[config.mk]
export PLATFORM = sky130hd
export DESIGN_NAME = apb_master_bridge_flat
export DESIGN_NICKNAME = d
export VERILOG_FILES = /design/src/rtl/apb_master_bridge_pkg.sv /design/src/rtl/apb_master_bridge_if.sv /design/src/rtl/apb_master_bridge.sv /design/src/flat_wrapper.sv
export SDC_FILE = /design/constraint.sdc
export NUM_CORES = 1
export LEC_CHECK = 0
export BUFFER_PORTS_ARGS = -buffer_cell sky130_fd_sc_hd__buf_4
export CORE_UTILIZATION = 47
export DETAILED_ROUTE_END_ITERATION = 7
export GPL_ROUTABILITY_DRIVEN = 0
export GPL_TIMING_DRIVEN = 0
export HOLD_SLACK_MARGIN = 0.06
export PLACE_DENSITY = 0.79
export SLEW_MARGIN = 20
export SYNTH_ARGS = -nofsm -noshare
export SYNTH_HDL_FRONTEND = slang
export SYNTH_SLANG_ARGS = --single-unit
[constraint.sdc]
create_clock -name pclk -period 2.25 [get_ports pclk]
set_input_delay 0.1125 -clock pclk [delete_from_list [all_inputs] [get_ports pclk]]
set_output_delay 0.1125 -clock pclk [all_outputs]
set_load 0.05 [all_outputs]
[src/rtl/apb_master_bridge_pkg.sv]
// Purpose: shared types and default widths for the APB3 requester bridge.
//   APB_AW / APB_DW : default address / data widths
//   apb_state_e     : requester FSM state encoding
package apb_master_bridge_pkg;

  localparam int unsigned APB_AW      = 9;
  localparam int unsigned APB_DW      = 8;
  localparam int unsigned APB_TIMEOUT = 16;

  typedef enum logic [1:0] {
    IDLE   = 2'd0,
    SETUP  = 2'd1,
    ACCESS = 2'd2
  } apb_state_e;

  // Completer select derived from the address MSB: 0 -> slave1, 1 -> slave2.
  function automatic logic [1:0] psel_decode(input logic addr_msb);
    return addr_msb ? 2'b10 : 2'b01;
  endfunction

endpackage

[src/rtl/apb_master_bridge_if.sv]
// Purpose: APB3 bus bundle between the requester bridge and the (muxed) completers.
//   master modport : drives psel1/psel2/penable/pwrite/paddr/pwdata,
//                    samples pready/prdata/pslverr
//   slave modport  : the mirror view for the completer side
interface apb_master_bridge_if
  import apb_master_bridge_pkg::*;
#(
  parameter int unsigned AW = APB_AW,
  parameter int unsigned DW = APB_DW
) ();

  logic          psel1;
  logic          psel2;
  logic          penable;
  logic          pwrite;
  logic [AW-1:0] paddr;
  logic [DW-1:0] pwdata;
  logic          pready;
  logic [DW-1:0] prdata;
  logic          pslverr;

  modport master (
    output psel1, psel2, penable, pwrite, paddr, pwdata,
    input  pready, prdata, pslverr
  );

  modport slave (
    input  psel1, psel2, penable, pwrite, paddr, pwdata,
    output pready, prdata, pslverr
  );

endinterface

[src/rtl/apb_master_bridge.sv]
// Purpose: APB3 requester. Turns each test-side command into a SETUP->ACCESS
// transfer on the APB bus, decodes paddr[AW-1] into psel1/psel2, returns read
// data and flags slave errors and wait-state timeouts.
// Ports:
//   pclk, presetn      : clock, asynchronous active-low reset
//   transfer           : command request (sampled in IDLE and on ACCESS completion)
//   read_write         : 1 = read, 0 = write
//   apb_write_paddr    : write address
//   apb_write_data     : write data
//   apb_read_paddr     : read address
//   apb_read_data_out  : last completed read data, held until the next read completes
//   xfer_done          : one-cycle pulse per completion (normal, error or timeout)
//   xfer_err           : one-cycle pulse with xfer_done on PSLVERR or timeout
//   apb                : APB bus (master modport)
module apb_master_bridge
  import apb_master_bridge_pkg::*;
#(
  parameter int unsigned AW      = APB_AW,
  parameter int unsigned DW      = APB_DW,
  parameter int unsigned TIMEOUT = APB_TIMEOUT
) (
  input  logic                pclk,
  input  logic                presetn,
  input  logic                transfer,
  input  logic                read_write,
  input  logic [AW-1:0]       apb_write_paddr,
  input  logic [DW-1:0]       apb_write_data,
  input  logic [AW-1:0]       apb_read_paddr,
  output logic [DW-1:0]       apb_read_data_out,
  output logic                xfer_done,
  output logic                xfer_err,
  apb_master_bridge_if.master apb
);

  localparam int unsigned CNT_W = $clog2(TIMEOUT + 1);

  apb_state_e    state_q;
  logic          psel1_q;
  logic          psel2_q;
  logic          penable_q;
  logic          pwrite_q;
  logic [AW-1:0] paddr_q;
  logic [DW-1:0] pwdata_q;
  logic [DW-1:0] rdata_q;
  logic          xfer_done_q;
  logic          xfer_err_q;
  logic [CNT_W-1:0] wait_cnt_q;

  // Command that would be captured this cycle if a transfer is accepted.
  logic [AW-1:0] cap_addr_c;
  logic [DW-1:0] cap_wdata_c;
  logic          cap_write_c;
  logic [1:0]    cap_sel_c;

  always_comb begin
    cap_write_c = ~read_write;
    cap_addr_c  = read_write ? apb_read_paddr : apb_write_paddr;
    cap_wdata_c = apb_write_data;
    cap_sel_c   = psel_decode(cap_addr_c[AW-1]);
  end

  // Abort when the last allowed ACCESS cycle also sees pready low.
  logic timeout_c;
  assign timeout_c = (wait_cnt_q == CNT_W'(TIMEOUT - 1));

  // Requester FSM; every bus and status output is a register of this block.
  always_ff @(posedge pclk or negedge presetn) begin
    if (!presetn) begin
      state_q     <= IDLE;
      psel1_q     <= 1'b0;
      psel2_q     <= 1'b0;
      penable_q   <= 1'b0;
      pwrite_q    <= 1'b0;
      paddr_q     <= '0;
      pwdata_q    <= '0;
      rdata_q     <= '0;
      xfer_done_q <= 1'b0;
      xfer_err_q  <= 1'b0;
      wait_cnt_q  <= '0;
    end else begin
      xfer_done_q <= 1'b0;
      xfer_err_q  <= 1'b0;

      unique case (state_q)
        IDLE: begin
          if (transfer) begin
            state_q   <= SETUP;
            paddr_q   <= cap_addr_c;
            pwrite_q  <= cap_write_c;
            if (cap_write_c) pwdata_q <= cap_wdata_c;
            psel1_q   <= cap_sel_c[0];
            psel2_q   <= cap_sel_c[1];
            penable_q <= 1'b0;
          end
        end

        SETUP: begin
          state_q    <= ACCESS;
          penable_q  <= 1'b1;
          wait_cnt_q <= '0;
        end

        ACCESS: begin
          if (apb.pready) begin
            xfer_done_q <= 1'b1;
            xfer_err_q  <= apb.pslverr;
            // Error reads still return whatever the completer drove.
            if (!pwrite_q) rdata_q <= apb.prdata;
            if (transfer) begin
              // Back-to-back: go straight to SETUP of the next command.
              state_q   <= SETUP;
              paddr_q   <= cap_addr_c;
              pwrite_q  <= cap_write_c;
              if (cap_write_c) pwdata_q <= cap_wdata_c;
              psel1_q   <= cap_sel_c[0];
              psel2_q   <= cap_sel_c[1];
              penable_q <= 1'b0;
            end else begin
              state_q   <= IDLE;
              psel1_q   <= 1'b0;
              psel2_q   <= 1'b0;
              penable_q <= 1'b0;
            end
          end else if (timeout_c) begin
            // Abort: report an error, keep read data, ignore transfer this cycle.
            xfer_done_q <= 1'b1;
            xfer_err_q  <= 1'b1;
            state_q     <= IDLE;
            psel1_q     <= 1'b0;
            psel2_q     <= 1'b0;
            penable_q   <= 1'b0;
          end else begin
            wait_cnt_q <= wait_cnt_q + CNT_W'(1);
          end
        end

        default: begin
          state_q   <= IDLE;
          psel1_q   <= 1'b0;
          psel2_q   <= 1'b0;
          penable_q <= 1'b0;
        end
      endcase
    end
  end

  assign apb.psel1         = psel1_q;
  assign apb.psel2         = psel2_q;
  assign apb.penable       = penable_q;
  assign apb.pwrite        = pwrite_q;
  assign apb.paddr         = paddr_q;
  assign apb.pwdata        = pwdata_q;
  assign apb_read_data_out = rdata_q;
  assign xfer_done         = xfer_done_q;
  assign xfer_err          = xfer_err_q;

  // Bus sanity: selects are never both high, and penable implies a select.
  a_psel_onehot: assert property (@(posedge pclk) disable iff (!presetn)
    !(psel1_q && psel2_q));
  a_penable_sel: assert property (@(posedge pclk) disable iff (!presetn)
    penable_q |-> (psel1_q || psel2_q));
  a_err_with_done: assert property (@(posedge pclk) disable iff (!presetn)
    xfer_err_q |-> xfer_done_q);

endmodule

[src/flat_wrapper.sv]
// flat-port wrapper written by rule: the top's interface ports become plain ports
module apb_master_bridge_flat import apb_master_bridge_pkg::*;
#(
  parameter int unsigned AW      = APB_AW,
  parameter int unsigned DW      = APB_DW,
  parameter int unsigned TIMEOUT = APB_TIMEOUT
)
  (pclk, presetn, transfer, read_write, apb_write_paddr, apb_write_data, apb_read_paddr, apb_read_data_out, xfer_done, xfer_err, apb_psel1, apb_psel2, apb_penable, apb_pwrite, apb_paddr, apb_pwdata, apb_pready, apb_prdata, apb_pslverr);
  apb_master_bridge_if #(.AW(AW), .DW(DW)) apb_i ();
  input  logic pclk;
  input  logic presetn;
  input  logic transfer;
  input  logic read_write;
  input  logic [AW-1:0] apb_write_paddr;
  input  logic [DW-1:0] apb_write_data;
  input  logic [AW-1:0] apb_read_paddr;
  output logic [DW-1:0] apb_read_data_out;
  output logic xfer_done;
  output logic xfer_err;
  output wire logic [$bits(apb_i.psel1)-1:0] apb_psel1;
  output wire logic [$bits(apb_i.psel2)-1:0] apb_psel2;
  output wire logic [$bits(apb_i.penable)-1:0] apb_penable;
  output wire logic [$bits(apb_i.pwrite)-1:0] apb_pwrite;
  output wire logic [$bits(apb_i.paddr)-1:0] apb_paddr;
  output wire logic [$bits(apb_i.pwdata)-1:0] apb_pwdata;
  input wire logic [$bits(apb_i.pready)-1:0] apb_pready;
  input wire logic [$bits(apb_i.prdata)-1:0] apb_prdata;
  input wire logic [$bits(apb_i.pslverr)-1:0] apb_pslverr;
  assign apb_psel1 = apb_i.psel1;
  assign apb_psel2 = apb_i.psel2;
  assign apb_penable = apb_i.penable;
  assign apb_pwrite = apb_i.pwrite;
  assign apb_paddr = apb_i.paddr;
  assign apb_pwdata = apb_i.pwdata;
  assign apb_i.pready = apb_pready;
  assign apb_i.prdata = apb_prdata;
  assign apb_i.pslverr = apb_pslverr;
  apb_master_bridge #(.AW(AW), .DW(DW), .TIMEOUT(TIMEOUT)) u_core (.pclk(pclk), .presetn(presetn), .transfer(transfer), .read_write(read_write), .apb_write_paddr(apb_write_paddr), .apb_write_data(apb_write_data), .apb_read_paddr(apb_read_paddr), .apb_read_data_out(apb_read_data_out), .xfer_done(xfer_done), .xfer_err(xfer_err), .apb(apb_i));
endmodule
Word-level counts from Yosys, hierarchy flattened
Cells that the tools add are included.

Bits in registers: 38. Output and inout bits: 31. Logic and storage cells: 68.

$add $sub $neg: 1. Equality and inequality tests: 8. Multiplexer cells: 37. Bitwise operators: 3. Reduce and logical (&&, ||, !) cells: 8.

Operators by type and width (number): two-way mux 9 bit (3); two-way mux 8 bit (3); one-hot mux 9 bit (2 select lines) (1); two-way mux 1 bit (17); one-hot mux 8 bit (2 select lines) (1); two-way mux 5 bit (2); one-hot mux 5 bit (2 select lines) (1); one-hot mux 1 bit (3 select lines) (3); AND reduction 3 bit (3); two-way mux 2 bit (4); != test 2 bit (second input constant) (4); one-hot mux 2 bit (3 select lines) (1); adder 5 x 1 -> 5 bit (second input constant) (1); == test 5 x 4 -> 1 bit (second input constant) (1); AND reduction 2 bit (2); nonzero test 2 bit (2); != test 3 x 2 -> 1 bit (second input constant) (1); inverter 1 bit (3); == test 2 x 1 -> 1 bit (second input constant) (1); == test 2 bit (second input constant) (1); logical NOT 2 bit (1); one-hot mux 1 bit (2 select lines) (1).

Logic depth before layout (Yosys ltp)
Gate-level depths: netlist of the first run.

Word-level depth: 5. Depth in mapped cells: 6. Depth with buffers taken out: 6.

Worst setup path before layout of the first run
OpenSTA, ideal clock, no wires.

Kind: reg-to-reg. Start: register u_core.wait_cnt_q[0]. End: register u_core.wait_cnt_q[0]. Setup time: 0.074 ns. Data arrival time: 1.749 ns. Required time: 2.176 ns. Slack: 0.426 ns. Stages on the path, launching flop included: 7. Path buffers: 0. Path through: dfrtp_1 -> ha_1 -> and3_1 -> ha_1 -> or3b_4 -> mux2_2 -> o21ai_2.

Longest elaborated chain between the ends: 4. Elaborated cells between the ends (all ways): 7.

RTL lines: from (decl) (RTL line apb_master_bridge.sv:47) `logic [CNT_W-1:0] wait_cnt_q;`; from (signal assigned) (RTL line apb_master_bridge.sv:133) `wait_cnt_q <= wait_cnt_q + CNT_W'(1);`; adder 5 x 1 -> 5 bit (RTL line apb_master_bridge.sv:133); two-way mux 5 bit (RTL line apb_master_bridge.sv:124) `end else if (timeout_c) begin`; two-way mux 5 bit (RTL line apb_master_bridge.sv:104) `if (apb.pready) begin`; one-hot mux 5 bit (2 select lines) (RTL line apb_master_bridge.sv:84) `unique case (state_q)`.

Parallel ways exist; a longest one is shown, timed or not. The select of a mux whose other input is x is not followed. A chain may end at the register's enable or synchronous reset.

Worst setup path after layout of the first run
Ends and elaborated chain as after synthesis.

==> flow_summary.yaml, run 1 <==
worst_setup_path:
  reg2reg_to: "u_core.wait_cnt_q[0]"
  reg2regPathDepth: 6
  end_kind: "flop"
  crit_chain: "ha_1 -> and3_1 -> ha_1 -> or3b_4 -> mux2_2 -> o21ai_2"
  cp_max_fo: 5
  reg2reg_from: "u_core.wait_cnt_q[0]"
  cp_num_buf_inv: 0
  cp_data_required_time_ps: 2530
  r2r_slack_ps: 270
  crit_slowest_cell: "dfrtp_1"
  cp.arrival_ps: 2260
  crit_cells: 6
  crit_path_max_incr_delay_ps: 450
  cpMostUsedCell: "ha_1"
  worst_setup_path_start_kind: "flop"
  cp_top_family: "simple AND/OR/NAND/NOR gates"
  path_class: "flop to flop"
logic_synthesis:
  synth_compound_area_share_pct: 7.48
  synth_edf_count: 0
  synth_area_leaders: "dfrtp_1 (54%), mux2_2 (22%), ha_1 (2.2%)"
  synth-seq-cells: 37
  ys_warn_count: 0
  synth_cell_types: 34
  yosysSeqAreaShare_pct: 54.3
  synth_top_family_by_area: "multiplexers"
  yosys.area.top_type: "dfrtp_1"
  yosys.area_share.xor_xnor_pct: 0.513
  synth-simple-area-share_pct: 9.75
  syn-num-nets: 170
  syn_inst: 127
  synth_top_area_share_pct: 54.3
  synth.area.mux_share_pct: 22.9
  synth_most_common_cell: "dfrtp_1"
  synth-adder-area-share_pct: 2.20
  ys_top_cells_by_count: "dfrtp_1 (37), mux2_2 (33), nand2_1 (6)"
  synthArstFlopShare_pct: 100
  syn_avg_cell_area_um2: 13.4
  synthFlopType: "dfrtp_1"
  netlist_area_mm2: 0.00171
timing:
  finalCritPeriodShare_pct: 88.0
  fin_crit_ps: 1980
  max_slew_margin_pct: 69.5
  max_freq_mhz: 505
  holdWs_ps: 137
  worstMarginPinSlew_ps: 458
  slew_viol_final: 0
  rsz0062_at_grt: "no"
  setup_viol: 0
  tns_ps: 0
  hold_viol_final: 0
  finalClockSkew_ps: 5.45
floorplanning:
  die_height_um: 62.3
  dieArea_mm2: 0.00388
  num_rows: 21
  coreArea_mm2: 0.00342
  die_w_um: 62.3
  start_util_pct: 50.0
  ios: 71
run_status:
  status: "completed"
finish:
  drive_gt1_share_pct: 53.8
  area_delta_synth_final_pct: 47.9
  diodes: 0
  fin_nets: 264
  fin_util_pct: 73.9
power:
  p_leak_uw: 0.00120
  peakVddDrop_mv: 0.669
  p_per_area_mw_per_mm2: 1110
hold_path:
  worstHoldEndpoint: "u_core.apb.paddr[1]"
  hold_path_depth: 3
  hold_path_class: "input pin to flop"
  hp-start: "apb_read_paddr[1]"
global_route:
  grt_antenna_before_repair: 0
  grt-ovfl-total: 0
  grt_util_all_layers_pct: 22.2
  grt_max_degree: 38
  grt_pass1_wl_mm: 6.52
  grt_pass1_vias: 1414
drt:
  viasPerCell: 5.06
  routed_wl_mm: 3.98
  ant_nets: 0
  via_count: 1350
  wl_per_cell_um: 14.9
  drc: 0
  drt_iter0_markers: 56
  drtPass1Iterations: 4
cts:
  cts.clk_slew.worst_paths_ps: 110
  cts_resized: 0
  cts_made_buffers: 5
  cts_setup_buffers: 0
  clockBufferDepth: 2
  cts-root-buf: "clkbuf_4"
  hold_buffers: 19
  worstSkewPairLatency_ps: 340
  cts_tree: "built"
  cts_max_level: 2
  clock_sinks: 37
flow_run:
  maxCapViolCount: 0
placed_design:
  dpl.hpwl_mm: 2.68
  portBuffers: 68
==> kinds of logic after synthesis <==
group           count (synthesis)
xor+xnor                        1
compound gates                 17
buf+inv                        10
flops                          37
fa+ha+maj                       3
mux                            35
simple gates                   24
==> cell usage in the layout (no fill, tap or decap), types with 2 or more instances in the layout <==
master / count
o21ai_0: 3
nor2b_1: 2
nor2_1: 5
buf_4: 68
a2bb2oi_1: 2
dfrtp_1: 37
ha_1: 3
clkbuf_4: 5
mux2_2: 33
nor3_4: 2
o21a_1: 2
inv_1: 5
nand2_1: 6
nand2b_1: 2
o31ai_1: 2
mux2i_1: 2
buf_2: 2
dlygate4sd3_1: 19
==> per-stage QoR <==
stage | total power (uW) | setup slack, ps | area, um^2 | instances
2_1_floorplan | 1950 | 426 | 1710 | 127
3_3_place_gp | 2360 | 351 | 2270 | 241
3_5_place_dp | 2400 | 314 | 2270 | 241
4_1_cts | 2800 | 271 | 2520 | 267
5_1_grt | 2920 | 186 | 2520 | 267
6_report | 2790 | 271 | 2520 | 267
==> sequential cells by signal, indices dropped and copies added (netlist names), 2 cells and up <==
| name | count |
|---|---|
| u_core.apb.pwdata | 8 |
| u_core.wait_cnt_q | 5 |
| u_core.apb_read_data_out | 8 |
| u_core.state_q | 2 |
| u_core.apb.paddr | 9 |
==> worst max path at each step <==
stage	slack, ps	to	from
floorplan	430	u_core.wait_cnt_q[0]	u_core.wait_cnt_q[0]
global placement	350	u_core.wait_cnt_q[0]	u_core.wait_cnt_q[0]
detailed placement	310	u_core.wait_cnt_q[0]	u_core.wait_cnt_q[0]
CTS	270	u_core.wait_cnt_q[0]	u_core.wait_cnt_q[0]
global route	190	u_core.wait_cnt_q[0]	u_core.wait_cnt_q[0]
finish	270	u_core.wait_cnt_q[0]	u_core.wait_cnt_q[0]
==> worst min-delay path, stage by stage <==
cell    delay (ps)
buf_4           70
mux2_2         130
mux2_2         130
==> cell type report <==
cell class                 count  area [um^2]
buffer                         5         30.0
inverter                       5         18.8
multi-input combinational     80          732
fill                         259          892
tap                           46         57.6
clock buffer                   6         51.3
timing repair buffer          87          701
sequential                    37          926
clock inverter                 1         7.51
==> per-layer routing <==
layer / GRT usage (%) / wire length, um / part of all wire [%] / vias up
li1: - / - / - / 637
met4: 9.59 / 85 / 2.1 / 0
met1: 24.4 / 1570 / 39 / 644
met5: 0 / 0 / 0 / -
met2: 38.5 / 2030 / 51 / 59
met3: 7.90 / 295 / 7.4 / 10
==> power breakdown <==
part,internal [uW],switching [uW]
combinational,514,919
sequential,863,130
clock,146,216
total,1520,1270
Power figures use the tool's default switching activity.
==> run 2, diff against run 1 <==
CORE_UTILIZATION = 30   (was 47)
PLACE_DENSITY = unset   (was 0.79)
SKIP_CTS_REPAIR_TIMING = 1   (was unset)
==> flow_summary.yaml, run 2 (synthesis results as in run 1) <==
run_status:
  status: "completed"
timing:
  setup_slack_ps: 277
  holdWs_ps: 69.2
  setup_viol: 0
  rsz0062_at_grt: "no"
  finalClockSkew_ps: 5.33
  hold_viol_final: 0
  slew_viol_final: 0
  worstMarginPinSlew_ps: 476
  tns_ps: 0
  max_freq_mhz: 507
  finalCritPeriodShare_pct: 87.7
  fin_crit_ps: 1970
  max_slew_margin_pct: 68.3
cts:
  cts_made_buffers: 5
  clock_sinks: 37
  cts.clk_slew.worst_paths_ps: 70
  cts_tree: "built"
  cts_max_level: 2
  cts-root-buf: "clkbuf_8"
  worstSkewPairLatency_ps: 280
  clockBufferDepth: 2
floorplanning:
  dieArea_mm2: 0.00599
  die_w_um: 77.4
  num_rows: 27
  ios: 71
  coreArea_mm2: 0.00551
  start_util_pct: 31.0
  die_height_um: 77.4
worst_setup_path:
  end_kind: "flop"
  cp.arrival_ps: 2190
  crit_chain: "ha_1 -> and3_1 -> ha_1 -> or3b_4 -> mux2_2 -> o21ai_2"
  path_class: "flop to flop"
  worst_setup_path_start_kind: "flop"
  cp_data_required_time_ps: 2460
  crit_slowest_cell: "dfrtp_1"
  cpMostUsedCell: "ha_1"
  cp_max_fo: 5
  crit_path_max_incr_delay_ps: 430
drt:
  drc: 0
  drt_iter0_markers: 81
  viasPerCell: 4.55
  via_count: 1329
  wl_per_cell_um: 12.6
  routed_wl_mm: 3.68
  ant_nets: 0
  drtPass1Iterations: 4
finish:
  mostFrequentLayoutCell: "buf_4"
  diodes: 0
  fin_nets: 262
  largest_register_ffs: 9
  final_cells: 292
  multiInputGateArea_um2: 732
  drive_gt1_share_pct: 54.5
  n_fill_cell: 526
  register_area_um2: 926
  area_delta_synth_final_pct: 51.1
  fin_util_pct: 46.8
  layout_common_cells: "buf_4 (68), dfrtp_1 (37), mux2_2 (33), dlygate4sd3_1 (17), clkbuf_8 (7)"
global_route:
  grt_antenna_before_repair: 0
  grt_pass1_wl_mm: 6.08
  grt_util_all_layers_pct: 13.0
  grt_max_degree: 38
  grt_pass1_vias: 1350
  grt-ovfl-total: 0
placed_design:
  pre_cts_ws_ps: 332
  dpl.hpwl_mm: 2.63
  portBuffers: 68
  placedCellCount: 267
power:
  p_per_area_mw_per_mm2: 1120
  p_leak_uw: 0.00121
  peakVddDrop_mv: 0.559
flow_run:
  maxCapViolCount: 0
hold_path:
  hold_path_class: "input pin to flop"
run 2: changes by cell type in the layout (fill, tap and decap cells not counted), sizes merged:
| cell | previous run | this run |
|---|---|---|
| dlygate4sd3 | 19 | 17 |
| clkbuf | 8 | 9 |
| clkinv | 0 | 1 |
| clkinvlp | 1 | 0 |
run 2: final timing paths:
kind,from,to,slack (ps),cells past startpoint
worst max-delay path,u_core.wait_cnt_q[0],u_core.wait_cnt_q[0],280,6
worst min-delay path,apb_pready,u_core.state_q[1],70,2
worst max register to register,u_core.wait_cnt_q[0],u_core.wait_cnt_q[0],280,6
worst min register to register,u_core.apb.psel2,u_core.apb.psel2,500,1
max in group asynchronous,presetn,u_core.apb.pwdata[0],1580,2
min in group asynchronous,presetn,u_core.apb.paddr[1],330,2
run 2: final cells by class:
type | count | area share [%]
well taps | 72 | 3.49
clock inverters | 1 | 0.194
repair buffers | 85 | 26.4
multi-input cells | 80 | 28.4
flip-flops and latches | 37 | 35.9
plain buffers | 5 | 1.16
inverters | 5 | 0.728
clock buffers | 7 | 3.74
run 2: worst max-delay path, delay by kind of cell, from the launching register on:
| kind | cells | cell delay [ps] |
|---|---|---|
| flip-flops | 1 | 430 |
| AND/OR/NAND/NOR | 2 | 620 |
| multiplexers | 1 | 280 |
| AO/OA/AOI/OAI | 1 | 100 |
| adder cells (fa/ha/maj) | 2 | 480 |
run 2: power by group:
part	switching [uW]	internal [uW]	total (uW)	leakage, uW
sequential	121	864	985	0.000453
combinational	902	512	1410	0.000704
clock	219	277	495	0.0000542
run 2: through the flow:
stage          total power (uW)  cell area, um^2
6_report                   2890             2580
5_1_grt                    3040             2580
4_1_cts                    2920             2410
3_5_place_dp               2400             2310
3_3_place_gp               2380             2310
2_1_floorplan              1950             1710
run 2: metal layers:
layer	vias up	share of wire (%)	GRT usage (%)
li1	632	-	-
met1	659	42	14.9
met2	31	53	23.0
met3	7	3.2	3.18
met4	0	2.1	5.28
met5	-	0	0
==> run 3, diff against run 2 <==
CTS_BUF_LIST = sky130_fd_sc_hd__clkbuf_2   (was unset)
==> flow_summary.yaml, run 3 (synthesis results as in run 1) <==
run_status:
  status: "completed"
drt:
  routed_wl_mm: 3.83
  drt_iter0_markers: 82
  viasPerCell: 4.55
  via_count: 1366
  drc: 0
  drtPass1Iterations: 4
  wl_per_cell_um: 12.8
  ant_nets: 0
global_route:
  grt-ovfl-total: 0
  grt_max_degree: 38
  grt_pass1_wl_mm: 6.11
  grt_util_all_layers_pct: 13.2
  grt_antenna_before_repair: 0
  grt_pass1_vias: 1348
floorplanning:
  die_height_um: 77.4
  num_rows: 27
  die_w_um: 77.4
  dieArea_mm2: 0.00599
  coreArea_mm2: 0.00551
  ios: 71
  start_util_pct: 31.0
timing:
  fin_crit_ps: 2000
  rsz0062_at_grt: "no"
  slew_viol_final: 0
  finalClockSkew_ps: 20.8
  hold_viol_final: 0
  finalCritPeriodShare_pct: 88.7
  worstMarginPinSlew_ps: 481
  setup_viol: 0
  tns_ps: 0
  max_slew_margin_pct: 67.9
  max_freq_mhz: 501
power:
  internal_power_uw: 1450
  peakVddDrop_mv: 0.557
  p_comb_share_pct: 53.0
  p_clk_share_pct: 10.5
  p_per_area_mw_per_mm2: 1040
  seq_power_share_pct: 36.5
  p_leak_uw: 0.00122
  swShare_pct: 46.1
  p_sw_uw: 1240
  total_power_uw: 2690
cts:
  cts_tree: "built"
  cts_max_level: 2
  cts.clk_slew.worst_paths_ps: 190
  clock_sinks: 37
  cts_made_buffers: 5
  clockBufferDepth: 2
  cts-root-buf: "clkbuf_2"
  worstSkewPairLatency_ps: 380
worst_setup_path:
  crit_slowest_cell: "dfrtp_1"
  cp_max_fo: 5
  cpMostUsedCell: "ha_1"
  worst_setup_path_start_kind: "flop"
  crit_chain: "ha_1 -> and3_1 -> ha_1 -> or3b_4 -> mux2_2 -> o21ai_2"
  cp.arrival_ps: 2330
  crit_path_max_incr_delay_ps: 470
  reg2regPathDepth: 6
  end_kind: "flop"
  crit_cells: 6
  cp_data_required_time_ps: 2580
  path_class: "flop to flop"
  cp_num_buf_inv: 0
  cp_top_family: "simple AND/OR/NAND/NOR gates"
hold_path:
  hold_path_class: "input pin to flop"
  hold_path_depth: 3
finish:
  fin_util_pct: 47.1
  diodes: 0
  fin_nets: 270
  drive_gt1_share_pct: 51.8
  mostFrequentLayoutCell: "buf_4"
  area_delta_synth_final_pct: 52.1
  layout_common_cells: "buf_4 (68), dfrtp_1 (37), mux2_2 (33), dlygate4sd3_1 (25)"
  largest_register_ffs: 9
placed_design:
  portBuffers: 68
  dpl.hpwl_mm: 2.63
flow_run:
  maxCapViolCount: 0
## run 3: cell types whose count changed in the layout (fill, tap and decap cells not counted)
cell / change
clkbuf_2: +5
clkbuf_8: -7
clkinv_1: +2
dlygate4sd3_1: +8
## run 3: layer usage
layer | part of all wire (%) | vias to the layer above | global-route usage (%)
met4 | 2.1 | 0 | 6.23
met3 | 3.6 | 7 | 3.18
met5 | 0 | - | 0
li1 | - | 649 | -
met2 | 52 | 31 | 23.1
met1 | 42 | 679 | 15.0
## run 3: worst reg2reg max path, cell delays in order, from the launching register on
cell	delay [ps]
dfrtp_1	470
ha_1	260
and3_1	220
ha_1	230
or3b_4	400
mux2_2	280
o21ai_2	100
## run 3: worst paths after layout
| path | end | from | slack, ps |
|---|---|---|---|
| worst min-delay path | u_core.apb.paddr[8] | apb_write_paddr[8] | 90 |
| worst max-delay path | u_core.wait_cnt_q[0] | u_core.wait_cnt_q[0] | 250 |
| max in group asynchronous | u_core.apb.paddr[3] | presetn | 1690 |
| worst max register to register | u_core.wait_cnt_q[0] | u_core.wait_cnt_q[0] | 250 |
| min in group asynchronous | u_core.state_q[1] | presetn | 200 |
| worst min register to register | u_core.apb.psel2 | u_core.apb.psel2 | 520 |
## run 3: final cells by class
cell class	instances	area [um^2]
clock inverter	3	12.5
tap	72	90.1
buffer	5	30.0
fill	519	2910
timing repair buffer	93	761
multi-input combinational	80	732
clock buffer	5	25.0
sequential	37	926
inverter	5	18.8
## run 3: through the flow
step	cells	area [um^2]	setup WS, ps	hold slack [ps]
floorplan	127	1710	426	-183
global placement	267	2310	321	114
detailed placement	267	2310	332	112
CTS	275	2340	267	-344
global route	300	2590	176	62.8
finish	300	2590	254	90.2
## run 3: power by group through the flow
stage	sequential (uW)	combinational, uW	clock, uW
after floorplan	1630	317	0
after global placement	990	1390	0
after detailed placement	999	1400	0
after CTS	986	1400	305
after global routing	1010	1490	332
final	983	1430	281
